[src/rtl/aes_enc_pkg.sv]
// -----------------------------------------------------------------------------
// aes_enc_pkg
// Shared definitions for the AES-128 encryption controller and its datapath:
//   - aes_enc_state_e : controller state encoding
//   - STEP_*          : datapath step-mux encodings (shared with the datapath)
//   - AES_NR          : default number of rounds
//   - is_busy_state() : true for every state except IDLE and DONE
// -----------------------------------------------------------------------------
package aes_enc_pkg;

    typedef enum logic [3:0] {
        ST_IDLE,
        ST_LOAD,
        ST_ARK,
        ST_SUB,
        ST_SHIFT,
        ST_MIX0,
        ST_MIX1,
        ST_MIX2,
        ST_MIX3,
        ST_DONE
    } aes_enc_state_e;

    localparam logic [1:0] STEP_ARK   = 2'b00;
    localparam logic [1:0] STEP_SHIFT = 2'b01;
    localparam logic [1:0] STEP_SUB   = 2'b10;
    localparam logic [1:0] STEP_MIX   = 2'b11;

    localparam int unsigned AES_NR = 10;

    function automatic logic is_busy_state(input aes_enc_state_e s);
        return (s != ST_IDLE) && (s != ST_DONE);
    endfunction

endpackage

[src/rtl/aes_enc_round_ctr.sv]
// -----------------------------------------------------------------------------
// aes_enc_round_ctr
// 4-bit round index register for the encryption controller.
// Ports:
//   CLK, RESET  : clock, synchronous active-high reset
//   clr_i       : clear round to 0 (takes priority over increment)
//   inc_i       : advance round by one (saturates at NR)
//   round_o     : current round index
//   last_o      : high when round_o equals NR
// Parameter NR : number of rounds, 1..15
// -----------------------------------------------------------------------------
module aes_enc_round_ctr
    import aes_enc_pkg::*;
#(
    parameter int unsigned NR = AES_NR
) (
    input  logic       CLK,
    input  logic       RESET,
    input  logic       clr_i,
    input  logic       inc_i,
    output logic [3:0] round_o,
    output logic       last_o
);

    localparam logic [3:0] NR_W = 4'(NR);

    logic [3:0] round_q;
    logic [3:0] round_d;

    assign last_o  = (round_q == NR_W);
    assign round_o = round_q;

    always_comb begin
        round_d = round_q;
        if (clr_i) begin
            round_d = '0;
        end else if (inc_i && !last_o) begin
            round_d = round_q + 4'd1;
        end
    end

    always_ff @(posedge CLK) begin
        if (RESET) begin
            round_q <= '0;
        end else begin
            round_q <= round_d;
        end
    end

endmodule

[src/rtl/aes_enc_control.sv]
// -----------------------------------------------------------------------------
// aes_enc_control
// Control FSM for the AES-128 encryption datapath. A level AES_START in IDLE
// loads the plaintext, then sequences AddRoundKey, SubBytes, ShiftRows and a
// word-serial MixColumns through NR rounds, then holds AES_DONE until
// AES_START is withdrawn.
// Ports:
//   CLK, RESET : clock, synchronous active-high reset
//   AES_START  : level start request
//   AES_DONE   : high in DONE only
//   BUSY       : high in every state except IDLE and DONE
//   round      : round index (round-key select)
//   step       : datapath op (00 ARK, 01 SHIFT, 10 SUB, 11 MIX)
//   word_sl    : MixColumns column select, 0 outside MIX states
//   msg_ld     : load plaintext (LOAD only)
//   state_ld   : write datapath result (every operation state)
// Parameter NR : number of rounds, 1..15
// Build option AES_ENC_ABORT_EN: dropping AES_START in any busy state returns
//   the block to IDLE at the next edge with round cleared and no DONE.
// -----------------------------------------------------------------------------
module aes_enc_control
    import aes_enc_pkg::*;
#(
    parameter int unsigned NR = AES_NR
) (
    input  logic       CLK,
    input  logic       RESET,
    input  logic       AES_START,
    output logic       AES_DONE,
    output logic       BUSY,
    output logic [3:0] round,
    output logic [1:0] step,
    output logic [1:0] word_sl,
    output logic       msg_ld,
    output logic       state_ld
);

    aes_enc_state_e state_q;
    aes_enc_state_e state_d;

    logic       done_q;
    logic       busy_q;
    logic [1:0] step_q;
    logic [1:0] word_q;
    logic       msg_ld_q;
    logic       state_ld_q;

    logic       last_round;
    logic       rnd_clr;
    logic       rnd_inc;

    aes_enc_round_ctr #(
        .NR (NR)
    ) u_round_ctr (
        .CLK     (CLK),
        .RESET   (RESET),
        .clr_i   (rnd_clr),
        .inc_i   (rnd_inc),
        .round_o (round),
        .last_o  (last_round)
    );

    // Clearing on entry to IDLE (not while in it) makes round read 0 in the
    // very first IDLE cycle, including after DONE or an abort.
    assign rnd_clr = (state_d == ST_IDLE);
    assign rnd_inc = (state_q == ST_ARK) && (state_d == ST_SUB);

    always_comb begin
        state_d = state_q;
        case (state_q)
            ST_IDLE:  if (AES_START) state_d = ST_LOAD;
            ST_LOAD:  state_d = ST_ARK;
            ST_ARK:   state_d = last_round ? ST_DONE : ST_SUB;
            ST_SUB:   state_d = ST_SHIFT;
            ST_SHIFT: state_d = last_round ? ST_ARK : ST_MIX0;
            ST_MIX0:  state_d = ST_MIX1;
            ST_MIX1:  state_d = ST_MIX2;
            ST_MIX2:  state_d = ST_MIX3;
            ST_MIX3:  state_d = ST_ARK;
            ST_DONE:  if (!AES_START) state_d = ST_IDLE;
            default:  state_d = ST_IDLE;
        endcase
`ifdef AES_ENC_ABORT_EN
        if (is_busy_state(state_q) && !AES_START) begin
            state_d = ST_IDLE;
        end
`endif
    end

    // Outputs are decoded from the next state and registered alongside it,
    // so they line up with state_q exactly as a decode of state_q would.
    always_ff @(posedge CLK) begin
        if (RESET) begin
            state_q    <= ST_IDLE;
            done_q     <= 1'b0;
            busy_q     <= 1'b0;
            step_q     <= STEP_ARK;
            word_q     <= '0;
            msg_ld_q   <= 1'b0;
            state_ld_q <= 1'b0;
        end else begin
            state_q    <= state_d;
            done_q     <= (state_d == ST_DONE);
            busy_q     <= is_busy_state(state_d);
            msg_ld_q   <= (state_d == ST_LOAD);
            state_ld_q <= is_busy_state(state_d) && (state_d != ST_LOAD);
            case (state_d)
                ST_SUB:   begin step_q <= STEP_SUB;   word_q <= 2'd0; end
                ST_SHIFT: begin step_q <= STEP_SHIFT; word_q <= 2'd0; end
                ST_MIX0:  begin step_q <= STEP_MIX;   word_q <= 2'd0; end
                ST_MIX1:  begin step_q <= STEP_MIX;   word_q <= 2'd1; end
                ST_MIX2:  begin step_q <= STEP_MIX;   word_q <= 2'd2; end
                ST_MIX3:  begin step_q <= STEP_MIX;   word_q <= 2'd3; end
                default:  begin step_q <= STEP_ARK;   word_q <= 2'd0; end
            endcase
        end
    end

    assign AES_DONE = done_q;
    assign BUSY     = busy_q;
    assign step     = step_q;
    assign word_sl  = word_q;
    assign msg_ld   = msg_ld_q;
    assign state_ld = state_ld_q;

endmodule

[config.mk]
export PLATFORM = sky130hd
export DESIGN_NAME = aes_enc_control
export DESIGN_NICKNAME = d
export VERILOG_FILES = /design/src/rtl/aes_enc_pkg.sv /design/src/rtl/aes_enc_round_ctr.sv /design/src/rtl/aes_enc_control.sv
export SDC_FILE = /design/constraint.sdc
export NUM_CORES = 1
export LEC_CHECK = 0
export BUFFER_PORTS_ARGS = -buffer_cell sky130_fd_sc_hd__buf_4
export CAP_MARGIN = 20
export CELL_PAD_IN_SITES_DETAIL_PLACEMENT = 1
export CELL_PAD_IN_SITES_GLOBAL_PLACEMENT = 1
export CORE_MARGIN = 3
export CORE_UTILIZATION = 36
export DETAILED_ROUTE_END_ITERATION = 6
export HOLD_SLACK_MARGIN = 0.1
export MAX_ROUTING_LAYER = met4
export PLACE_DENSITY_LB_ADDON = 0.1
export SYNTH_ARGS = -nofsm -noshare
export SYNTH_HDL_FRONTEND = slang
export SYNTH_SLANG_ARGS = --single-unit
[constraint.sdc]
create_clock -name CLK -period 1.5 [get_ports CLK]
set_clock_uncertainty 0.15 [all_clocks]
set_input_delay 0.225 -clock CLK [delete_from_list [all_inputs] [get_ports CLK]]
set_output_delay 0.225 -clock CLK [all_outputs]
set_load 0.02 [all_outputs]
After elaboration in Yosys (flattened, before gate mapping)

Cells that the tools add are included.

Add/sub/neg operators: 1
Equal/unequal tests: 20
Multiplexer cells: 7
Reductions and logical operators: 11

Operator list:

| operator                                                         | count |
|---|---|
| 4-bit one-hot mux with 9 select lines                            | 1 |
| 4-bit by 3-bit == test with 1-bit output (second input constant) | 8 |
| 4-bit == test (second input constant)                            | 5 |
| 4-bit by 2-bit == test with 1-bit output (second input constant) | 3 |
| 4-bit 2-to-1 mux                                                 | 3 |
| 2-bit one-hot mux with 3 select lines                            | 2 |
| 4-bit by 1-bit == test with 1-bit output (second input constant) | 2 |
| 4-bit zero test                                                  | 2 |
| 4-bit by 1-bit adder with 4-bit output (second input constant)   | 1 |
| 1-bit logical AND                                                | 4 |
| 4-bit by 1-bit != test with 1-bit output (second input constant) | 1 |
| 4-bit != test (second input constant)                            | 1 |
| 4-bit nonzero test                                               | 1 |
| 2-bit OR reduction                                               | 2 |
| 4-bit OR reduction                                               | 1 |
| 3-bit 2-to-1 mux                                                 | 1 |
| 1-bit zero test                                                  | 1 |

Bits in registers: 16
Input bits: 3
Output and inout port bits: 12
Logic and storage cells: 47

Depth between registers and ports, before layout

Gate-level depths: netlist of run 1.

Word-level depth: 6
Depth in mapped cells: 6
Depth with buffers taken out: 6

Hierarchy

From an unflattened synthesis of run 1, not the netlist that was laid out.

Cell total of the unflattened synthesis: 86
Area, all modules: 759.5 um2

By module, submodules not included:

| module            | instances | cells each | area an instance (um2) | sequential area each (um2) |
|---|---|---|---|---|
| aes_enc_control   | 1         | 63         | 541.8                  | 240.2 |
| aes_enc_round_ctr | 1         | 23         | 217.7                  | 80.1 |

Worst setup path after synthesis of run 1

Ideal clock, no wire load.

Path kind: register to register
From: register u_round_ctr.round_q[0], in the netlist u_round_ctr.round_o[0]
To: register state_q[1]
Setup time: 117 ps
Arrival time: 1407 ps
Required time: 1233 ps
Setup slack: -173 ps
Stages on the path, launching flop included: 7
Buffers on the path: 0
Period minus slack after synthesis: 1673 ps
Path through: dfxtp_1 > inv_1 > ha_1 > nand3b_1 > mux2_1 > a22oi_1 > nor2_1

Longest elaborated chain between the ends: 3
Elaborated cells on any way between the ends: 4
Those cells by class: 1 x eq/ne; 3 x mux

RTL lines:

| what                                                        | line                                         | text |
|---|---|---|
| start, declared                                             | aes_enc_round_ctr.sv:27                      | `logic [3:0] round_q;` |
| start signal, assigned                                      | aes_enc_round_ctr.sv:46                      | `round_q <= round_d;` |
| 4-bit == test (*)                                           | aes_enc_round_ctr.sv:30                      | `assign last_o = (round_q == NR_W);` |
| 3-bit 2-to-1 mux / 4-bit 2-to-1 mux (equally long branches) | aes_enc_control.sv:75, aes_enc_control.sv:73 |  |
| 4-bit one-hot mux with 9 select lines (*)                   | aes_enc_control.sv:70                        | `case (state_q)` |
| end signal, assigned                                        | aes_enc_control.sv:102                       | `state_q <= state_d;` |
| end, declared                                               | aes_enc_control.sv:38                        | `aes_enc_state_e state_q;` |

Every way passes the cells marked *; elsewhere a longest branch is shown, timed or not.
A chain may end at the register's enable or synchronous reset.

Worst setup path in the final report of run 1

Same ends and word-level chain as after synthesis.

==> results.md, run 1 <==
* Slew headroom at 0.810
* Setup ws final at -0.0247 ns
* Top_reg_cell synth: dfxtp_1
* Top cell type's share of synthesized area at 0.399
* Reg2Reg Depth at 6
* Area grow syn2layout at 44.6%
* Final antenna-violating net count at 0
* Gpl congestion at 0.829
* Reg clk slew, reported paths at 0.10 ns
* Seq/Total Area, Yosys at 0.399
* Status: finished, violations left
* Failing checks: setup timing
* CTS buffer count at 3
* GR Overflow Total at 0
* Netlist cell types at 41
* Vias in the first global route at 804
* Required time worst endpoint at ~1.6 ns
* CTS tree: yes
* Drt total wl at ~2200 um
* PortBufs at 14
* Cell Pwr Density at about 840 mW/mm2
* Die width at 53.2 um
* Area leader, netlist: dfxtp_1
* # DRC at 0
* Synth area leaders: dfxtp_1 40%, a21oi_1 4.4%, mux2i_1 3.7%
* Synth Instances at 86
* CP Class: register to register
* Starting Density at 0.393
* Critical Path Fanout Max at 5
* Syn. warnings at 0
* Core Rows at 16
* Largest net degree at the start of global routing at 10
* Root Driver: clkbuf_4
* Core Footprint at slightly above 0.002 mm2
* #FFs+latches synth at 16
* Global-route wire length before repair at 3590 um
* IR drop worst, VDD at 511 uV
* Leakage at approximately 0.00048 uW
* Via density at 5.14
* Die height at approximately 53 um
* Fin nets at around 120
* Slew @ Worst Pin at 0.284 ns
* Synth Cell Area at approximately 800 um2
* Drt wl/cell at approximately 15 um
* First-pass DRT Iterations at 4
* Post-synth EDFFs at 0
* R2r setup slk at -0.02 ns
* Final setup violating endpoints at 2
* Final Core Density at 0.568
* Synthesized Nets at around 90
* Crit path arrival time at approximately 1.6 ns
* Vias at ~750
* DIE AREA at 0.00283 mm2
* Highest Clock Rate at roughly 660 MHz
* Initial DRC Count at 7
* Share of cells above drive strength 1 at 0.508
* Max-Cap Viols at 0
* Family with the most delay on the worst path: flip-flops
* Worst-Skew Late Latency at roughly 0.30 ns
* Count leader, synth: dfxtp_1
* Longest Clk Path Bufs at 2
* Worst path cell trace: inv_4, ha_4, nand3b_1, mux2_4, a22oi_2, nor2_1
* Syn avg cell area at ~9.3 um2
* CTS Sinks at 16
* Ports at 15
* Final period util at 1.02
* Max H-tree Level at 1
* # fillers at 250
* Hold path endpoint: msg_ld
* Crit-path max cell delay at roughly 0.36 ns
* Synth top cells by count: 16 x dfxtp_1, 8 x nor2_1, 7 x a21oi_1
* Worst setup EP type: register
* Hold crit path type: input port to register
* Crit-path slowest cell: dfxtp_4
* Final Hold Violating Endpoints at 0
* Buf/Inv on CP at 1
* RSZ-0062 raised after global routing: yes
* Slew Viols, Final at 0
* Fraction of registers with async set or reset after synthesis at 0
* DP Wirelength at around 1500 um
* Reg2Reg Capture Point: state_q[1]
* Tmin final at 1.52 ns
* Tot GR Track Use at 0.181
* Critical R2R Launch: u_round_ctr.round_o[0]
* Hold depth at 4
* Startpoint Class: register
* Final setup TNS at -0.0327 ns
* Min-delay src: AES_START
* Initial antenna violation count at 0
* Diodes inserted at 0
-- logic make-up after synthesis --
group                      Yosys count  synth area share
xor gates and xnor gates             2            0.0218
buffers and inverters                9            0.0764
DFF                                 16             0.399
and+or+nand+nor                     32             0.234
AOI/OAI and AO/OA                   20             0.172
adders and majority gates            2            0.0312
muxes                                5            0.0655
-- report_power, final --
group	total [uW]	switching, uW	internal (uW)
sequential	464	21.9	442
combinational	216	110	106
clock	297	148	148
-- registers in the layout, indices dropped and copies added, names as in the netlist --
register / cells
u_round_ctr.round_o: 4
msg_ld: 1
state_q: 4
word_sl: 2
step: 2
BUSY: 1
AES_DONE: 1
state_ld: 1
-- per-stage QoR --
stage / instance area (um2) / setup WS (ns) / total power [uW] / instances / hold WS (ns)
after floorplan: 816 / -0.00172 / 593 / 86 / 0.252
after global placement: 1020 / -0.108 / 666 / 137 / 0.417
after detailed placement: 1020 / -0.102 / 669 / 137 / 0.412
after CTS: 1100 / -0.0409 / 991 / 142 / 0.147
after global routing: 1160 / -0.132 / 1040 / 145 / 0.186
final: 1160 / -0.0247 / 977 / 145 / 0.162
-- layout by cell type (no fill, tap or decap), types with 2 or more instances in the layout --
cell type  netlist  final
clkbuf_4         0      3
mux2i_1          3      3
nor3_1           2      2
nor2_1           8      8
o21ai_0          4      4
a22oi_2          1      3
a21oi_1          7      6
a211oi_2         1      2
buf_4            2     31
dfxtp_4          0      5
inv_1            4      3
and2_1           2      2
nand2_1          4      4
dfxtp_1         16     10
-- per-layer routing --
metal,routed length [um],vias to the layer above,GRT usage
li1,-,371,-
met1,987,357,0.226
met2,1070,16,0.273
met3,99,2,0.0592
met4,24,0,0.0596
met5,0,-,-
-- timing repair --
item	4_1_cts	5_1_grt
hold buffers	1	0
gates resized for setup	11	9
setup buffers	0	3
pin swaps	6	7
setup endpoints to repair	8	9
endpoints found under the hold margin	5	0
cloned	0	0
-- worst max path at each step --
stage / depth (start not counted) / start / slack (ns) / end
after floorplan: 6 / u_round_ctr.round_o[0] / -0.002 / state_q[1]
after global placement: 6 / u_round_ctr.round_o[0] / -0.11 / state_q[1]
after detailed placement: 6 / u_round_ctr.round_o[0] / -0.10 / state_q[1]
after CTS: 6 / u_round_ctr.round_o[0] / -0.04 / state_q[1]
after global routing: 6 / u_round_ctr.round_o[0] / -0.13 / u_round_ctr.round_o[1]
final: 6 / u_round_ctr.round_o[0] / -0.02 / state_q[1]
-- final cells by class --
| cell class | count | area, um2 | share of cell area |
|---|---|---|---|
| multi-input cells | 61 | 478 | 0.412 |
| well taps | 27 | 33.8 | 0.0291 |
| repair buffers | 33 | 254 | 0.219 |
| inverters | 4 | 17.5 | 0.0151 |
| flip-flops and latches | 16 | 340 | 0.293 |
| clock buffers | 4 | 36.3 | 0.0313 |
-- worst min-delay path: cells and delay by family --
kind	cells	cell delay (ns)
buffers and inverters	2	0.20
AND/OR/NAND/NOR	2	0.15
Note: power is estimated with default switching activity, not from simulation.
==> inputs of run 2 (changes only) <==
CORE_MARGIN = unset   (was 3)
==> results.md, run 2 (synthesized netlist as in run 1, its figures left out) <==
* Leakage at 0.000450 uW (-7.1%)
* DIE AREA at 0.00242 mm2 (-14%)
* RSZ-0062 raised after global routing: yes
* Slew @ Worst Pin at 0.290 ns (+0.00574 ns)
* First-pass DRT Iterations at 4 (unchanged)
* Crit path arrival time at 1.63 ns (+0.05 ns)
* PortBufs at 14 (unchanged)
* Vias at 732 (-1.9%)
* CTS tree: yes
* Final antenna-violating net count at 0 (unchanged)
* Leading cell type in the layout, fill and taps excluded: buf_4
* Required time worst endpoint at 1.58 ns (+0.02 ns)
* Cell Pwr Density at 849 mW/mm2 (+0.74%)
* Core Footprint at 0.00202 mm2 (-0.98%)
* Cell area after layout at 0.00109 mm2 (-5.9%)
* CTS Sinks at 16 (unchanged)
* Final period util at 1.03 (+0.0164)
* Root Driver: clkbuf_4
* Routed met3 length at 73 um (-26%)
* Slew Viols, Final at 0 (unchanged)
* Tmin final at 1.55 ns (+0.0246 ns)
* Fin nets at 120 (-3.2%)
* Final Core Density at 0.540 (-0.0284)
* Drt total wl at 2180 um (+0.37%)
* Core Rows at 16 (unchanged)
* Tot GR Track Use at 0.200 (+0.0188)
* Initial antenna violation count at 0 (unchanged)
* Critical Path Fanout Max at 7 (+2)
* Hold crit path type: input port to register
* Ports at 15 (unchanged)
* Final setup violating endpoints at 7 (+5)
* Initial DRC Count at 3 (-4)
* # hold bufs at CTS at 0 (-1)
* Longest Clk Path Bufs at 2 (unchanged)
* Share of cells above drive strength 1 at 0.456 (-0.0523)
* DP Wirelength at 1510 um (-2.6%)
* # DRC at 0 (unchanged)
* Largest net degree at the start of global routing at 10 (unchanged)
* Max H-tree Level at 1 (unchanged)
* # fillers at 250 (unchanged)
* GR Overflow Total at 0 (unchanged)
* CTS buffer count at 3 (unchanged)
* Slew headroom at 0.806 (-0.00384)
* Gpl congestion at 0.874 (+5.4%)
* CP Class: register to register
* Diodes inserted at 0 (unchanged)
* Max-Cap Viols at 0 (unchanged)
* Reg clk slew, reported paths at 0.10 ns (about the same)
* Drt wl/cell at 15.5 um (+3.2%)
* Status: finished, violations left
* Vias in the first global route at 744 (-7.5%)
* Met2 Wirelength at 1060 um (-0.47%)
* Via density at 5.19 (+0.91%)
* Die width at 49.2 um (-7.5%)
* Die height at 49.2 um (-7.5%)
* Fin Hold WS at 0.127 ns (-0.0350 ns)
* Worst setup EP type: register
* Setup ws final at -0.0493 ns (-0.0246 ns)
* Global-route wire length before repair at 3410 um (-5.2%)
* Starting Density at 0.397 (+0.00389)
* Worst-Skew Late Latency at 0.29 ns (about the same)
* Highest Clock Rate at 645 MHz (-1.6%)
* Placement Cell Area at 0.00101 mm2 (-1.5%)
* Area grow syn2layout at 36.0%
* Startpoint Class: register
* M1 wire length at 1020 um (+3.1%)
* Failing checks: setup timing
* IR drop worst, VDD at 574 uV (+12%)
* Final Hold Violating Endpoints at 0 (unchanged)
* Most frequent cells in the layout: 29 x buf_4, 12 x dfxtp_1, 8 x nor2_1
* Uppermost routed layer: met4
-- run 2: layout make-up --
class	count	area, um2	share of cell area
Multi-Input combinational cell	61	465	0.427
Sequential cell	16	330	0.303
Timing Repair Buffer	29	218	0.200
Tap cell	27	33.8	0.0310
Clock buffer	4	26.3	0.0241
Inverter	4	17.5	0.0161
-- run 2: critical path: stages, from the launching register on --
cell and delay [ns]:
dfxtp_1 0.48, nor4b_4 0.27, buf_4 0.16, nand4_1 0.14, xor2_1 0.17, a21oi_1 0.12
-- run 2: per-layer routing --
layer	track usage	vias up
met3	0.0374	4
met5	-	-
met1	0.220	357
li1	-	358
met2	0.347	13
met4	0.0882	0
-- run 2: final timing paths --
check                                         endpoint  slack (ns)  depth (start not counted)       start
worst max-delay path            u_round_ctr.round_o[3]       -0.05                          5  state_q[1]
worst min-delay path                            msg_ld        0.13                          3       RESET
worst max register to register  u_round_ctr.round_o[3]       -0.05                          5  state_q[1]
worst min register to register                 step[1]        0.46                          2  state_q[2]
-- run 2: repair_timing --
item                                    4_1_cts  5_1_grt
endpoints found under the setup margin        8        9
gates resized for setup                       5        5
pin swaps                                     2        2
buffers inserted                              1        1
-- run 2: metrics by stage --
step	setup TNS [ns]	setup WS, ns	std cells	total power (uW)
6_report	-0.213	-0.0493	141	926
4_1_cts	-0.159	-0.0360	140	926
5_1_grt	-0.926	-0.152	141	975
2_1_floorplan	-0.00172	-0.00172	86	593
3_3_place_gp	-0.210	-0.0940	135	661
3_5_place_dp	-0.286	-0.0946	135	666
-- run 2: where the power goes --
| part | total, uW | switching [uW] | internal [uW] |
|---|---|---|---|
| Sequential | 465 | 20.5 | 445 |
| Clock | 244 | 140 | 103 |
| Combinational | 217 | 114 | 104 |
| Total | 926 | 274 | 652 |
